**src/rtl/fp_add_normalize.sv**
```systemverilog
// FP32 adder back end: adds or subtracts the aligned mantissas, normalizes left one
// step per cycle, rounds to nearest-even and packs the IEEE-754 single result.
module fp_add_normalize #(
    parameter int NORM_SHIFT = 1
) (
    input  logic        clk,
    input  logic        rst_n,
    input  logic        in_valid,
    output logic        in_ready,
    input  logic        sign_of_great,
    input  logic        sign_of_small,
    input  logic [7:0]  exp,
    input  logic [27:0] mantis_great,
    input  logic [27:0] mantis_small,
    input  logic [31:0] special_result,
    input  logic        special_case,
    input  logic        loss,
    output logic        out_valid,
    input  logic        out_ready,
    output logic [31:0] result,
    output logic        overflow,
    output logic        inexact
);

    typedef enum logic [2:0] {
        S_IDLE,
        S_ADD,
        S_NORM,
        S_ROUND,
        S_DONE
    } state_t;

    state_t      state_q, state_d;
    logic        sign_q, sign_d;
    logic        sub_q, sub_d;
    logic        loss_q, loss_d;
    logic [8:0]  exp_q, exp_d;
    logic [27:0] mant_q, mant_d;
    logic [27:0] small_q, small_d;
    logic [31:0] res_q, res_d;
    logic        ovf_q, ovf_d;
    logic        inx_q, inx_d;

    // add stage
    logic [27:0] add_raw, add_s;
    logic        add_zero;

    // normalize stage
    logic [2:0]  lz_cnt;
    logic        lz_hit;
    logic [8:0]  exp_room;
    logic [2:0]  sh_amt;
    logic [27:0] norm_m;
    logic [8:0]  norm_e;
    logic        norm_done;

    // round stage
    logic        rnd_g, rnd_rs, rnd_inc, rnd_hid, rnd_ovf;
    logic [24:0] rnd_m;
    logic [8:0]  rnd_e;
    logic [22:0] rnd_frac;

    always_comb begin
        add_raw  = sub_q ? (mant_q - small_q) : (mant_q + small_q);
        add_s    = add_raw | {27'd0, loss_q};
        add_zero = (add_raw == 28'd0) && !loss_q;
    end

    // Shift is bounded by the leading zeros in the NORM_SHIFT-wide window, and by
    // exp-1 so the exponent never drops below the denormal encoding of 1.
    always_comb begin
        lz_cnt = 3'd0;
        lz_hit = 1'b0;
        for (int i = 0; i < NORM_SHIFT; i++) begin
            if (!lz_hit && !mant_q[26-i]) lz_cnt = lz_cnt + 3'd1;
            else lz_hit = 1'b1;
        end
        exp_room = exp_q - 9'd1;
        if (mant_q[26] || (exp_q <= 9'd1))
            sh_amt = 3'd0;
        else if ({6'd0, lz_cnt} > exp_room)
            sh_amt = exp_room[2:0];
        else
            sh_amt = lz_cnt;
        norm_m    = mant_q << sh_amt;
        norm_e    = exp_q - {6'd0, sh_amt};
        norm_done = norm_m[26] || (norm_e <= 9'd1);
    end

    always_comb begin
        rnd_g    = mant_q[2];
        rnd_rs   = mant_q[1] | mant_q[0];
        rnd_inc  = rnd_g & (rnd_rs | mant_q[3]);
        rnd_m    = {1'b0, mant_q[26:3]} + {24'd0, rnd_inc};
        rnd_e    = exp_q;
        rnd_hid  = rnd_m[23];
        rnd_frac = rnd_m[22:0];
        if (rnd_m[24]) begin
            rnd_e    = exp_q + 9'd1;
            rnd_hid  = 1'b1;
            rnd_frac = 23'd0;
        end
        rnd_ovf = (rnd_e >= 9'd255);
    end

    always_comb begin
        state_d = state_q;
        sign_d  = sign_q;
        sub_d   = sub_q;
        loss_d  = loss_q;
        exp_d   = exp_q;
        mant_d  = mant_q;
        small_d = small_q;
        res_d   = res_q;
        ovf_d   = ovf_q;
        inx_d   = inx_q;
        case (state_q)
            S_IDLE: begin
                if (in_valid) begin
                    if (special_case) begin
                        res_d   = special_result;
                        ovf_d   = 1'b0;
                        inx_d   = 1'b0;
                        state_d = S_DONE;
                    end else begin
                        sign_d  = sign_of_great;
                        sub_d   = sign_of_great ^ sign_of_small;
                        loss_d  = loss;
                        exp_d   = {1'b0, exp};
                        mant_d  = mantis_great;
                        small_d = mantis_small;
                        state_d = S_ADD;
                    end
                end
            end
            S_ADD: begin
                if (add_zero) begin
                    res_d   = 32'd0;
                    ovf_d   = 1'b0;
                    inx_d   = 1'b0;
                    state_d = S_DONE;
                end else begin
                    // carry out: fold the dropped bit into sticky
                    if (add_s[27]) begin
                        mant_d = {1'b0, add_s[27:2], add_s[1] | add_s[0]};
                        exp_d  = exp_q + 9'd1;
                    end else begin
                        mant_d = add_s;
                    end
                    state_d = S_NORM;
                end
            end
            S_NORM: begin
                mant_d = norm_m;
                exp_d  = norm_e;
                if (norm_done) state_d = S_ROUND;
            end
            S_ROUND: begin
                if (rnd_ovf) begin
                    res_d = {sign_q, 8'hFF, 23'd0};
                    ovf_d = 1'b1;
                    inx_d = 1'b1;
                end else begin
                    res_d = {sign_q, rnd_hid ? rnd_e[7:0] : 8'h00, rnd_frac};
                    ovf_d = 1'b0;
                    inx_d = rnd_g | rnd_rs;
                end
                state_d = S_DONE;
            end
            S_DONE: begin
                if (out_ready) state_d = S_IDLE;
            end
            default: state_d = S_IDLE;
        endcase
    end

    always_ff @(posedge clk or negedge rst_n) begin
        if (!rst_n) begin
            state_q <= S_IDLE;
            sign_q  <= 1'b0;
            sub_q   <= 1'b0;
            loss_q  <= 1'b0;
            exp_q   <= 9'd0;
            mant_q  <= 28'd0;
            small_q <= 28'd0;
            res_q   <= 32'd0;
            ovf_q   <= 1'b0;
            inx_q   <= 1'b0;
        end else begin
            state_q <= state_d;
            sign_q  <= sign_d;
            sub_q   <= sub_d;
            loss_q  <= loss_d;
            exp_q   <= exp_d;
            mant_q  <= mant_d;
            small_q <= small_d;
            res_q   <= res_d;
            ovf_q   <= ovf_d;
            inx_q   <= inx_d;
        end
    end

    assign in_ready  = (state_q == S_IDLE);
    assign out_valid = (state_q == S_DONE);
    assign result    = res_q;
    assign overflow  = ovf_q;
    assign inexact   = inx_q;

endmodule
```
**config.mk**
```make
export PLATFORM = sky130hd
export DESIGN_NAME = fp_add_normalize
export DESIGN_NICKNAME = d
export VERILOG_FILES = /design/src/rtl/fp_add_normalize.sv
export SDC_FILE = /design/constraint.sdc
export NUM_CORES = 1
export LEC_CHECK = 0
export CAP_MARGIN = 10
export CORE_ASPECT_RATIO = 1.5
export CORE_MARGIN = 3
export CORE_UTILIZATION = 49
export DETAILED_ROUTE_END_ITERATION = 12
export DONT_BUFFER_PORTS = 1
export PLACE_DENSITY = 0.75
export SLEW_MARGIN = 20
export SYNTH_ARGS = -nofsm -noshare
export SYNTH_HDL_FRONTEND = slang
export SYNTH_SLANG_ARGS = --single-unit
export TNS_END_PERCENT = 100
```
**constraint.sdc**
```tcl
create_clock -name clk -period 4.8 [get_ports clk]
set_input_delay 1.2 -clock clk [delete_from_list [all_inputs] [get_ports clk]]
set_output_delay 1.2 -clock clk [all_outputs]
set_load 0.005 [all_outputs]
```
* Word level (Yosys, flattened, before mapping)
Cells that the tools add are included.
** Word-level totals
- Output and inout bits :: 36
- ROM bits :: 0
- Bits in latches :: 0
- Register bits :: 105
- Bits in writable memories :: 0
- Memories kept :: 0
- Logic and storage cells :: 90
** Cells by class
- Order comparisons :: 4
- Div/mod/pow operators :: 0
- Muxes and demuxes :: 36
- Bitwise logic cells :: 8
- Add/sub/neg operators :: 6
- Reductions and logical operators :: 13
- Shifts and indexed selects :: 1
- Equal/unequal tests :: 12
- $mul :: 0
** Operators with widths (count)
- 28-bit 2-to-1 mux :: 4
- 32-bit 2-to-1 mux :: 3
- 32-bit case mux with 3 select lines :: 1
- 28-bit case mux with 3 select lines :: 1
- 9-bit 2-to-1 mux :: 5
- 31-bit 2-to-1 mux :: 1
- 28-bit adder :: 1
- 28-bit logical NOT :: 1
- 28-bit by 1-bit OR with 28-bit output :: 1
- 28-bit by 3-bit left shift with 28-bit output :: 1
- 28-bit subtractor :: 1
- 27-bit 2-to-1 mux :: 1
- 9-bit case mux with 3 select lines :: 1
- 24-bit by 1-bit adder with 25-bit output :: 1
- 23-bit 2-to-1 mux :: 1
- 3-bit 2-to-1 mux :: 7
- 9-bit by 1-bit less-or-equal comparator with 1-bit output (second input constant) :: 2
- 3-bit case mux with 5 select lines :: 1
- 2-bit inequality test (second input constant) :: 6
- 9-bit by 1-bit adder with 9-bit output (second input constant) :: 1
- 9-bit by 8-bit greater-or-equal comparator with 1-bit output (second input constant) :: 1
- 3-bit by 9-bit > comparator with 1-bit output :: 1
- 9-bit by 1-bit subtractor with 9-bit output (second input constant) :: 1
- 9-bit by 3-bit subtractor with 9-bit output :: 1
- other kinds (19) :: 35

* Longest topological paths before layout
Gate-level depths: netlist of run 1.
- Depth after elaboration :: 9
- Depth in mapped cells :: 23
- Mapped depth without buffers :: 21

* Worst setup path after synthesis of run 1
OpenSTA, ideal clock, no wires.
- Path kind :: reg-to-reg
- Start :: reg small_q[2]
- End :: reg mant_q[12]
- Buffers on the path :: 1
- Arrival time :: 4803 ps
- Clock period less this slack :: 4929 ps
- Cell stages (with the launch flop) :: 21
- Path slack :: -129 ps
- Setup time :: 125 ps
- Cells stage by stage :: dfrtp_1 > nor3_1 > nand2b_1 > or3_1 > nor3_1 > nand2_1 > nor2_1 > a21oi_1 > xnor2_1 > ha_1 > a21oi_2 > o21ai_0 > o21ai_1 > a21oi_2 > or3_1 > a2111oi_2 > nand4_2 > nor4_4 > o21ai_4 > buf_6 > mux2_4
** Between the ends
- Word-level cells in the longest chain between the ends :: 6
** Ends and longest elaborated chain
- start: declaration :: RTL line 39 : logic [27:0] small_q, small_d;
- start signal: assignment :: RTL line 196 : small_q <= small_d;
- 28-bit adder / 28-bit subtractor (equally long branches) :: RTL line 64 : add_raw = sub_q ? (mant_q - small_q) : (mant_q + small_q);
- 28-bit 2-to-1 mux (*) :: RTL line 64
- 28-bit logical NOT / 28-bit by 1-bit OR with 28-bit output (equally long branches) :: RTL line 66, 65
- 1-bit logical AND / 27-bit 2-to-1 mux (equally long branches) :: RTL line 66, 144
- 2-bit inequality test (no source line) / 28-bit 2-to-1 mux (equally long branches)
- 4-bit AND reduction (no source line) / 28-bit case mux with 3 select lines (equally long branches)
- end signal: assignment :: RTL line 195 : mant_q <= mant_d;
- end: declaration :: RTL line 38 : logic [27:0] mant_q, mant_d;
Every way passes the cells marked *; elsewhere a longest branch is shown, timed or not. The select of a mux whose other input is x is not followed.
A chain may end at the register's enable or synchronous reset.

* Worst setup path in the final report of run 1
- Start :: reg small_q[2]
- End :: reg mant_q[13]
The elaborated chain is that of the path after synthesis.

==> flow_summary.json, run 1 <==
{
  "status": "finished clean",
  "cts_num_sinks": 105,
  "num_vias": 8264,
  "worstSetupEndpointType": "flop",
  "cts_htree_levels": 3,
  "synth.cell_area_um2": 9201,
  "yosysTopAreaCell": "dfrtp_1",
  "synth_cell_types": 86,
  "crit_family": "compound AO/OA/AOI/OAI gates",
  "ys.flop_type": "dfrtp_1",
  "tightest_slew_ns": 0.7081,
  "crit_chain": "nor3_2 -> nand2b_1 -> or3_4 -> nor3_4 -> nand2_2 -> nor2_4 -> buf_6 -> nand2_1 -> nor2_2 -> a21oi_1 -> xnor2_1 -> ha_1 -> a21o_1 -> a21o_1 -> a21o_1 -> a31o_2 -> o31ai_4 -> xnor2_2 -> buf_4 -> buf_12 -> mux2_2 -> o32a_1 -> o21a_1",
  "diodes": 0,
  "synth_seq_area_share_pct": 28.56,
  "post_drt_via_cell_ratio": 6.103,
  "slew_headroom_pct": 52.51,
  "grtUsageTotal_pct": 25.22,
  "syn_to_final_growth_pct": 16.06,
  "drt_iter0_markers": 509,
  "cts_root_buffer": "clkbuf_16",
  "fin_crit_sh_pct": 97.64,
  "fill_cells": 1612,
  "cts_buffers": 9,
  "grt_pass1_wl_um": 42100,
  "cp.arrival_ns": 4.95,
  "grt_setup_unrepaired": "yes",
  "core_um2": 18170,
  "yosysMostFrequentCell": "nand2_1",
  "cts_buffer_depth": 2,
  "clock_latency_ns": 0.37,
  "first_global_vias": 8154,
  "synth_edf_count": 0,
  "wire_per_inst_um": 19.62,
  "synth_seq_cells": 105,
  "synth_common_cells": "nand2_1 (112), dfrtp_1 (105), nor2_1 (83)",
  "clkTransAtPathRegs_ns": 0.08,
  "cp-start-kind": "flop",
  "ys.warnings.count": 0,
  "drt.antenna.violating_nets": 0,
  "drv_slew": 0,
  "synth_cells": 1059,
  "grt_overflow_total": 0,
  "nNetsFinal": 1243,
  "place.gp.congestion": 1.003,
  "routed_wl_um": 26560,
  "rows": 60,
  "ios": 140,
  "path_common_cell": "a21o_1",
  "place_hpwl_um": 20290,
  "crit_fanout": 21,
  "critPathSlowestCell": "dfrtp_1",
  "ys_top_cells_by_area": "dfrtp_1 (29%), mux2_2 (6.2%), xnor2_1 (5.0%)",
  "firstDrtPassIters": 5,
  "async_reset_ff_share_pct": 100.0,
  "drv_cap": 0,
  "die-height_um": 173.8,
  "finalSetupViolCount": 0,
  "fmax_ghz": 0.2134,
  "required_ns": 5.06,
  "skew_ns": 0.01289,
  "die_area_um2": 20490,
  "port_buffers": 0,
  "synth_top_area_share_pct": 28.56,
  "holdCritPathClass": "flop to flop",
  "grt_max_degree": 106,
  "antenna_found_initial": 1,
  "drc": 0,
  "synth.avg_cell_area_um2": 8.689,
  "min_period_ns": 4.687,
  "worst-path-buf-inv": 3,
  "path_class": "flop to flop",
  "setup_tns_ns": 0,
  "die_w_um": 117.9,
  "max_stage_delay_ns": 0.39,
  "drive_above_1_share_pct": 23.06,
  "finalHoldViolCount": 0,
  "start_util_pct": 50.65,
  "cts_tree": "yes"
}
-- metal layers --
metal,track usage (%),up-vias,share of wire (%)
met5,0,-,0.049
met4,11.34,2,3.7
li1,-,3958,-
met1,30.01,3989,40
met2,44.18,261,51
met3,4.571,54,5.2
-- through the flow --
stage                     hold slack (ns)  worst slack (ns)  instance area, um2  instances  utilization (%)
after global routing               0.5115           -0.1164               10680       1354            58.78
after CTS                          0.5125          0.006717               10300       1344            56.71
after global placement             0.4935           -0.1769                9882       1323            54.39
final                              0.5108            0.1134               10680       1354            58.78
after floorplan                    0.4798           0.01210                9208       1060                -
after detailed placement           0.4964           -0.2760                9882       1323            54.39
-- layout make-up --
| cell class | instances | area (um2) | area share (%) |
|---|---|---|---|
| multi-input combinational | 862 | 6536 | 61.21 |
| clock inverter | 6 | 75.07 | 0.7030 |
| inverter | 33 | 123.9 | 1.160 |
| tap | 248 | 310.3 | 2.906 |
| clock buffer | 10 | 229.0 | 2.144 |
| timing repair buffer | 90 | 777.0 | 7.276 |
| sequential | 105 | 2628 | 24.60 |
-- worst paths after layout --
path	cells after the start	endpoint	startpoint	slack, ns
worst max-delay path	23	mant_q[13]	small_q[2]	0.11
worst min-delay path	1	loss_q	loss_q	0.51
worst max register to register	23	mant_q[13]	small_q[2]	0.11
worst min register to register	1	loss_q	loss_q	0.51
max in group asynchronous	0	mant_q[26]	rst_n	4.09
min in group asynchronous	0	mant_q[27]	rst_n	0.53
-- flip-flops by register name (all words and copies together), names as in the netlist --
name and flops:
mant_q 28, sign_q 1, result 32, state_q 3, inexact 1, sub_q 1, overflow 1, loss_q 1
small_q 28, exp_q 9
-- cell usage in the layout (no fill, tap or decap), drive strengths merged, types with 10 or more instances in the layout --
master	synthesis	layout
nor2	85	85
buf	16	89
o21a	12	12
nor3	25	25
a211oi	11	11
o221ai	19	19
xor2	25	25
dfrtp	105	105
nor4	13	13
mux2i	42	42
nand3	21	21
ha	36	36
o21ai	85	85
xnor2	53	53
mux2	82	82
a21oi	85	85
inv	33	35
nand2b	12	12
a21o	10	10
clkbuf	44	11
nand2	112	112
-- repair_timing --
item | 4_1_cts | 5_1_grt
hold buffers | 0 | 0
pin swaps | 11 | 23
resized for setup | 16 | 70
endpoints found under the setup margin | 66 | 73
setup buffers | 5 | 9
cloned | 0 | 2
-- cells by family (layout without fill, tap and decap cells) --
logic type | Yosys count | after routing | share of synthesized area [%]
buf+inv | 93 | 139 | 4.351
flops | 105 | 105 | 28.56
compound gates | 297 | 297 | 21.91
mux | 124 | 124 | 15.13
other cells | 2 | 3 | 0.08162
xor+xnor | 78 | 78 | 7.425
simple gates | 322 | 322 | 17.22
fa+ha+maj | 38 | 38 | 5.330
-- worst reg2reg max path, stage by stage, from the launching register on --
cell and delay, ns:
dfrtp_1 0.39, nor3_2 0.21, nand2b_1 0.10, or3_4 0.35, nor3_4 0.14, nand2_2 0.09, nor2_4 0.18, buf_6 0.13
nand2_1 0.05, nor2_2 0.13, a21oi_1 0.09, xnor2_1 0.24, ha_1 0.31, a21o_1 0.17, a21o_1 0.17, a21o_1 0.21
a31o_2 0.24, o31ai_4 0.07, xnor2_2 0.17, buf_4 0.20, buf_12 0.18, mux2_2 0.37, o32a_1 0.29, o21a_1 0.10
Power of run 1 is left out: the tool's default activity adds up to more than one toggle a clock period on the data nets, which glitch-free logic cannot reach.
==> run 2, diff against run 1 <==
--- a/config.mk
+++ b/config.mk
@@ -8,10 +8,10 @@
 export CAP_MARGIN = 10
 export CORE_ASPECT_RATIO = 1.5
 export CORE_MARGIN = 3
-export CORE_UTILIZATION = 49
+export CORE_UTILIZATION = 45
 export DETAILED_ROUTE_END_ITERATION = 12
 export DONT_BUFFER_PORTS = 1
-export PLACE_DENSITY = 0.75
+export PLACE_DENSITY = 0.71
 export SLEW_MARGIN = 20
 export SYNTH_ARGS = -nofsm -noshare
 export SYNTH_HDL_FRONTEND = slang
==> flow_summary.json, run 2 (synthesized netlist as in run 1, its figures left out) <==
{
  "skew_ns": 0.009745,
  "grt_setup_unrepaired": "yes",
  "firstDrtPassIters": 5,
  "hold_ws_ns": 0.5198,
  "drv_cap": 0,
  "grt_max_degree": 106,
  "nNetsFinal": 1256,
  "tightest_slew_ns": 1.072,
  "place.gp.congestion": 0.9976,
  "cp.arrival_ns": 5.06,
  "post_drt_via_cell_ratio": 5.970,
  "place_hpwl_um": 21170,
  "layout_common_cells": "nand2_1 (109), dfrtp_1 (105), buf_4 (88), nor2_1 (77), a21oi_1 (76)",
  "cts_tree": "yes",
  "final_common_cell": "nand2_1",
  "path_class": "flop to flop",
  "fmax_ghz": 0.2086,
  "start_util_pct": 46.14,
  "status": "finished clean",
  "grtUsageTotal_pct": 24.07,
  "die_w_um": 122.8,
  "port_buffers": 0,
  "holdCritPathClass": "input pin to asynchronous set/reset pin",
  "clock_latency_ns": 0.37,
  "fin_crit_sh_pct": 99.89,
  "clkTransAtPathRegs_ns": 0.08,
  "wire_per_inst_um": 19.74,
  "routed_wl_um": 27260,
  "cp-start-kind": "flop",
  "slew_headroom_pct": 28.27,
  "drt.antenna.violating_nets": 0,
  "post-route-util_pct": 53.97,
  "finalSetupViolCount": 0,
  "drv_slew": 0,
  "cts_hold_buffers": 0,
  "drive_above_1_share_pct": 23.86,
  "worstSetupEndpointType": "flop",
  "largest_register_ffs": 32,
  "first_global_vias": 8174,
  "drc": 0,
  "drt_iter0_markers": 417,
  "cts_buffers": 9,
  "grt_pass1_wl_um": 42400,
  "ios": 140,
  "min_period_ns": 4.795,
  "die-height_um": 181.1,
  "fill_cells": 1820,
  "finalHoldViolCount": 0,
  "grt_overflow_total": 0,
  "die_area_um2": 22230,
  "antenna_found_initial": 3,
  "crit_fanout": 7,
  "syn_to_final_growth_pct": 16.97,
  "cts_htree_levels": 3,
  "cts_num_sinks": 105,
  "core_um2": 19940,
  "num_vias": 8244,
  "cts_buffer_depth": 2,
  "required_ns": 5.06,
  "rows": 63,
  "cts_root_buffer": "clkbuf_16"
}
run 2: path summary, 6_finish.rpt:
kind / from / endpoint / slack (ns) / depth (start not counted)
worst max register to register: small_q[4] / mant_q[25] / 0.005 / 22
worst max-delay path: small_q[4] / mant_q[25] / 0.005 / 22
max in group asynchronous: rst_n / result[20] / 4.11 / 0
worst min-delay path: rst_n / sign_q / 0.52 / 0
min in group clk: loss_q / loss_q / 0.52 / 1
worst min register to register: loss_q / loss_q / 0.52 / 1
run 2: what timing repair did:
| action | 4_1_cts | 5_1_grt |
|---|---|---|
| resized for setup | 19 | 52 |
| pin swaps | 6 | 10 |
| cloned | 0 | 3 |
| setup buffers | 6 | 7 |
| endpoints found under the setup margin | 68 | 73 |
run 2: area by class of cell:
| class | instances | area (um2) | share of cell area, % |
|---|---|---|---|
| flip-flops and latches | 105 | 2628 | 24.41 |
| repair buffers | 103 | 900.9 | 8.370 |
| well taps | 260 | 325.3 | 3.023 |
| diodes | 2 | 5.005 | 0.04650 |
| multi-input cells | 862 | 6500 | 60.39 |
| inverters | 33 | 123.9 | 1.151 |
| clock inverters | 7 | 55.05 | 0.5115 |
| clock buffers | 9 | 225.2 | 2.093 |
run 2: through the flow:
step                setup WS, ns  std cells  cell area (um2)  setup TNS, ns
finish                  0.005159       1381            10760              0
global route             -0.2339       1381            10760         -9.221
CTS                     -0.03798       1369            10380       -0.07536
detailed placement       -0.2731       1347             9975         -9.738
global placement         -0.1754       1347             9975         -3.914
floorplan                0.01210       1060             9208              0
run 2: critical path, cell delays in order (launching register included):
cell	delay, ns
dfrtp_1	0.39
nor3_2	0.21
nand2b_1	0.10
or3_4	0.35
nor3_4	0.14
nand2_2	0.08
nor2_4	0.16
a21oi_2	0.08
xnor2_1	0.13
ha_1	0.38
a21oi_2	0.20
buf_4	0.15
o21ai_4	0.06
or3_4	0.39
a2111oi_4	0.38
nor4b_4	0.27
nand4_2	0.14
nor4_4	0.23
buf_12	0.16
o21ai_4	0.09
buf_12	0.21
buf_6	0.12
o221a_4	0.24
run 2: routing by layer:
metal,up-vias,GRT usage (%),part of all wire [%]
met3,67,4.040,5.1
met5,-,0,0
met4,0,11.12,4.2
met2,232,41.82,51
met1,3967,28.45,39
li1,3978,-,-
Power of run 2 is left out for the same reason.
==> run 3, diff against run 2 <==
--- a/config.mk
+++ b/config.mk
@@ -5,9 +5,10 @@
 export SDC_FILE = /design/constraint.sdc
 export NUM_CORES = 1
 export LEC_CHECK = 0
+export ABC_AREA = 1
 export CAP_MARGIN = 10
-export CORE_ASPECT_RATIO = 1.5
-export CORE_MARGIN = 3
+export CORE_ASPECT_RATIO = 1.4
+export CORE_MARGIN = 4
 export CORE_UTILIZATION = 45
 export DETAILED_ROUTE_END_ITERATION = 12
 export DONT_BUFFER_PORTS = 1
==> flow_summary.json, run 3 <==
{
  "clkTransAtPathRegs_ns": 0.07,
  "ys_top_cells_by_area": "dfrtp_1 (26%), nand2_1 (24%), nand3_1 (8.1%)",
  "min_period_ns": 4.346,
  "slew_headroom_pct": 35.15,
  "drc": 0,
  "drt.antenna.violating_nets": 0,
  "die_area_um2": 25230,
  "layout_common_cells": "nand2_1 (649), inv_1 (198), nand3_1 (166), nor2_1 (117), dfrtp_1 (105)",
  "synth_common_cells": "nand2_1 (650), inv_1 (198), nand3_1 (166)",
  "finalHoldViolCount": 0,
  "synth_xor_area_share_pct": 4.796,
  "post_drt_via_cell_ratio": 5.375,
  "cts_tree": "yes",
  "critPathSlowestCell": "dfrtp_1",
  "place.gp.congestion": 0.9860,
  "placed_area_um2": 10390,
  "grt_use_met3_pct": 4.207,
  "grt_max_degree": 106,
  "finalInstanceArea_um2": 10730,
  "synth.avg_cell_area_um2": 6.065,
  "final_common_cell": "nand2_1",
  "place_hpwl_um": 25620,
  "layout_setup_ws_ns": 0.4545,
  "synth_fa_ha_area_share_pct": 4.796,
  "first_global_vias": 10080,
  "die-height_um": 186.4,
  "path_class": "flop to flop",
  "synth_cells": 1686,
  "holdCritPathClass": "flop to flop",
  "tightest_slew_ns": 0.9717,
  "cp.arrival_ns": 4.64,
  "nNetsFinal": 1796,
  "synthMuxAreaShare_pct": 0,
  "antenna_found_initial": 3,
  "num_vias": 10530,
  "synth_cell_types": 49,
  "yosysTopAreaCell": "dfrtp_1",
  "cts_buffers": 9,
  "synth.cell_area_um2": 10230,
  "cts_hold_buffers": 0,
  "port_buffers": 0,
  "use_met2_pct": 43.42,
  "grtUsageTotal_pct": 24.96,
  "firstDrtPassIters": 5,
  "rows": 65,
  "core_um2": 22450,
  "instances_no_fill": 1959,
  "grt_pass1_wl_um": 50980,
  "drv_cap": 0,
  "yosysMostFrequentCell": "nand2_1",
  "ys.flop_type": "dfrtp_1",
  "cts_num_sinks": 105,
  "synth_seq_area_share_pct": 25.69,
  "drv_slew": 0,
  "largest_register_ffs": 32,
  "drive_above_1_share_pct": 5.009,
  "grt_overflow_total": 0,
  "finalSetupViolCount": 0,
  "max_stage_delay_ns": 0.38,
  "syn_to_final_growth_pct": 4.918,
  "synth_edf_count": 0,
  "setup_tns_ns": 0,
  "synth_top_area_share_pct": 25.69,
  "synth-simple-area-share_pct": 46.54,
  "die_w_um": 135.4,
  "skew_ns": 0.009307,
  "cts_buffer_depth": 2,
  "met1_usage_pct": 29.08,
  "status": "finished clean",
  "cts_htree_levels": 3,
  "clock_latency_ns": 0.37,
  "required_ns": 5.10,
  "grt_setup_unrepaired": "no",
  "worstSetupEndpointType": "flop",
  "synth-compound-area-share_pct": 6.901,
  "cts_root_buffer": "clkbuf_16",
  "synth_seq_cells": 105,
  "ys.warnings.count": 0,
  "start_util_pct": 45.56,
  "busiest_layer": "met2",
  "cp-start-kind": "flop",
  "pre_cts_ws_ns": 0.1599,
  "crit_fanout": 23,
  "drt_iter0_markers": 658,
  "synth_top_family_by_area": "simple AND/OR/NAND/NOR gates",
  "async_reset_ff_share_pct": 100.0,
  "path_common_cell": "nand2_1",
  "wire_per_inst_um": 16.20,
  "crit_family": "simple AND/OR/NAND/NOR gates",
  "routed_wl_um": 31750,
  "fin_crit_sh_pct": 90.53,
  "worst-path-buf-inv": 4,
  "ios": 140,
  "dp.cells": 1943,
  "fmax_ghz": 0.2301
}
run 3: cell types whose count changed in the layout (fill, tap and decap cells not counted), sizes merged, moves of 62 or more:
cell   before  now
nand4       9   71
nand2     112  661
inv        35  211
nand3      21  168
mux2       82    0
buf       101   16
run 3: worst paths after layout:
path / start / endpoint / slack (ns) / cells past startpoint
worst max-delay path: small_q[1] / result[15] / 0.45 / 28
worst min register to register: loss_q / loss_q / 0.50 / 2
max in group asynchronous: rst_n / result[15] / 4.10 / 0
worst min-delay path: loss_q / loss_q / 0.50 / 2
worst max register to register: small_q[1] / result[15] / 0.45 / 28
min in group asynchronous: rst_n / sign_q / 0.53 / 0
run 3: metal layers:
metal	up-vias	share of wire, %
met1	4725	40
met4	4	5.0
met2	368	49
met5	-	0.050
li1	5342	-
met3	91	6.1
run 3: layout make-up:
type                       instances  area [um2]
fill                            2462       11720
multi-input combinational       1309        6516
sequential                       105        2628
inverter                         213       799.5
tap                              301       376.6
clock buffer                      10       229.0
timing repair buffer              16       123.9
clock inverter                     4       53.80
antenna                            1       2.502
run 3: logic make-up after synthesis:
logic type	after synthesis
flip-flops	105
XOR/XNOR	56
adder cells (fa/ha/maj)	38
buffers and inverters	273
other	2
AO/OA/AOI/OAI	123
AND/OR/NAND/NOR	1089
run 3: stage by stage:
step                utilization [%]  hold WS, ns
global route                  47.79       0.5159
detailed placement            46.27       0.4797
global placement              46.27       0.4768
CTS                           47.53       0.4994
finish                        47.80       0.4963
floorplan                         -       0.4426
run 3: timing repair:
item | 4_1_cts | 5_1_grt
resized for setup | 0 | 8
endpoints found under the setup margin | 0 | 72
buffers inserted | 0 | 1
run 3: tightest hold or removal path, delay by kind of cell, from the launching register on:
| kind | cells | cell delay (ns) |
|---|---|---|
| DFF | 1 | 0.36 |
| and+or+nand+nor | 2 | 0.11 |
Power of run 3 is left out for the same reason.
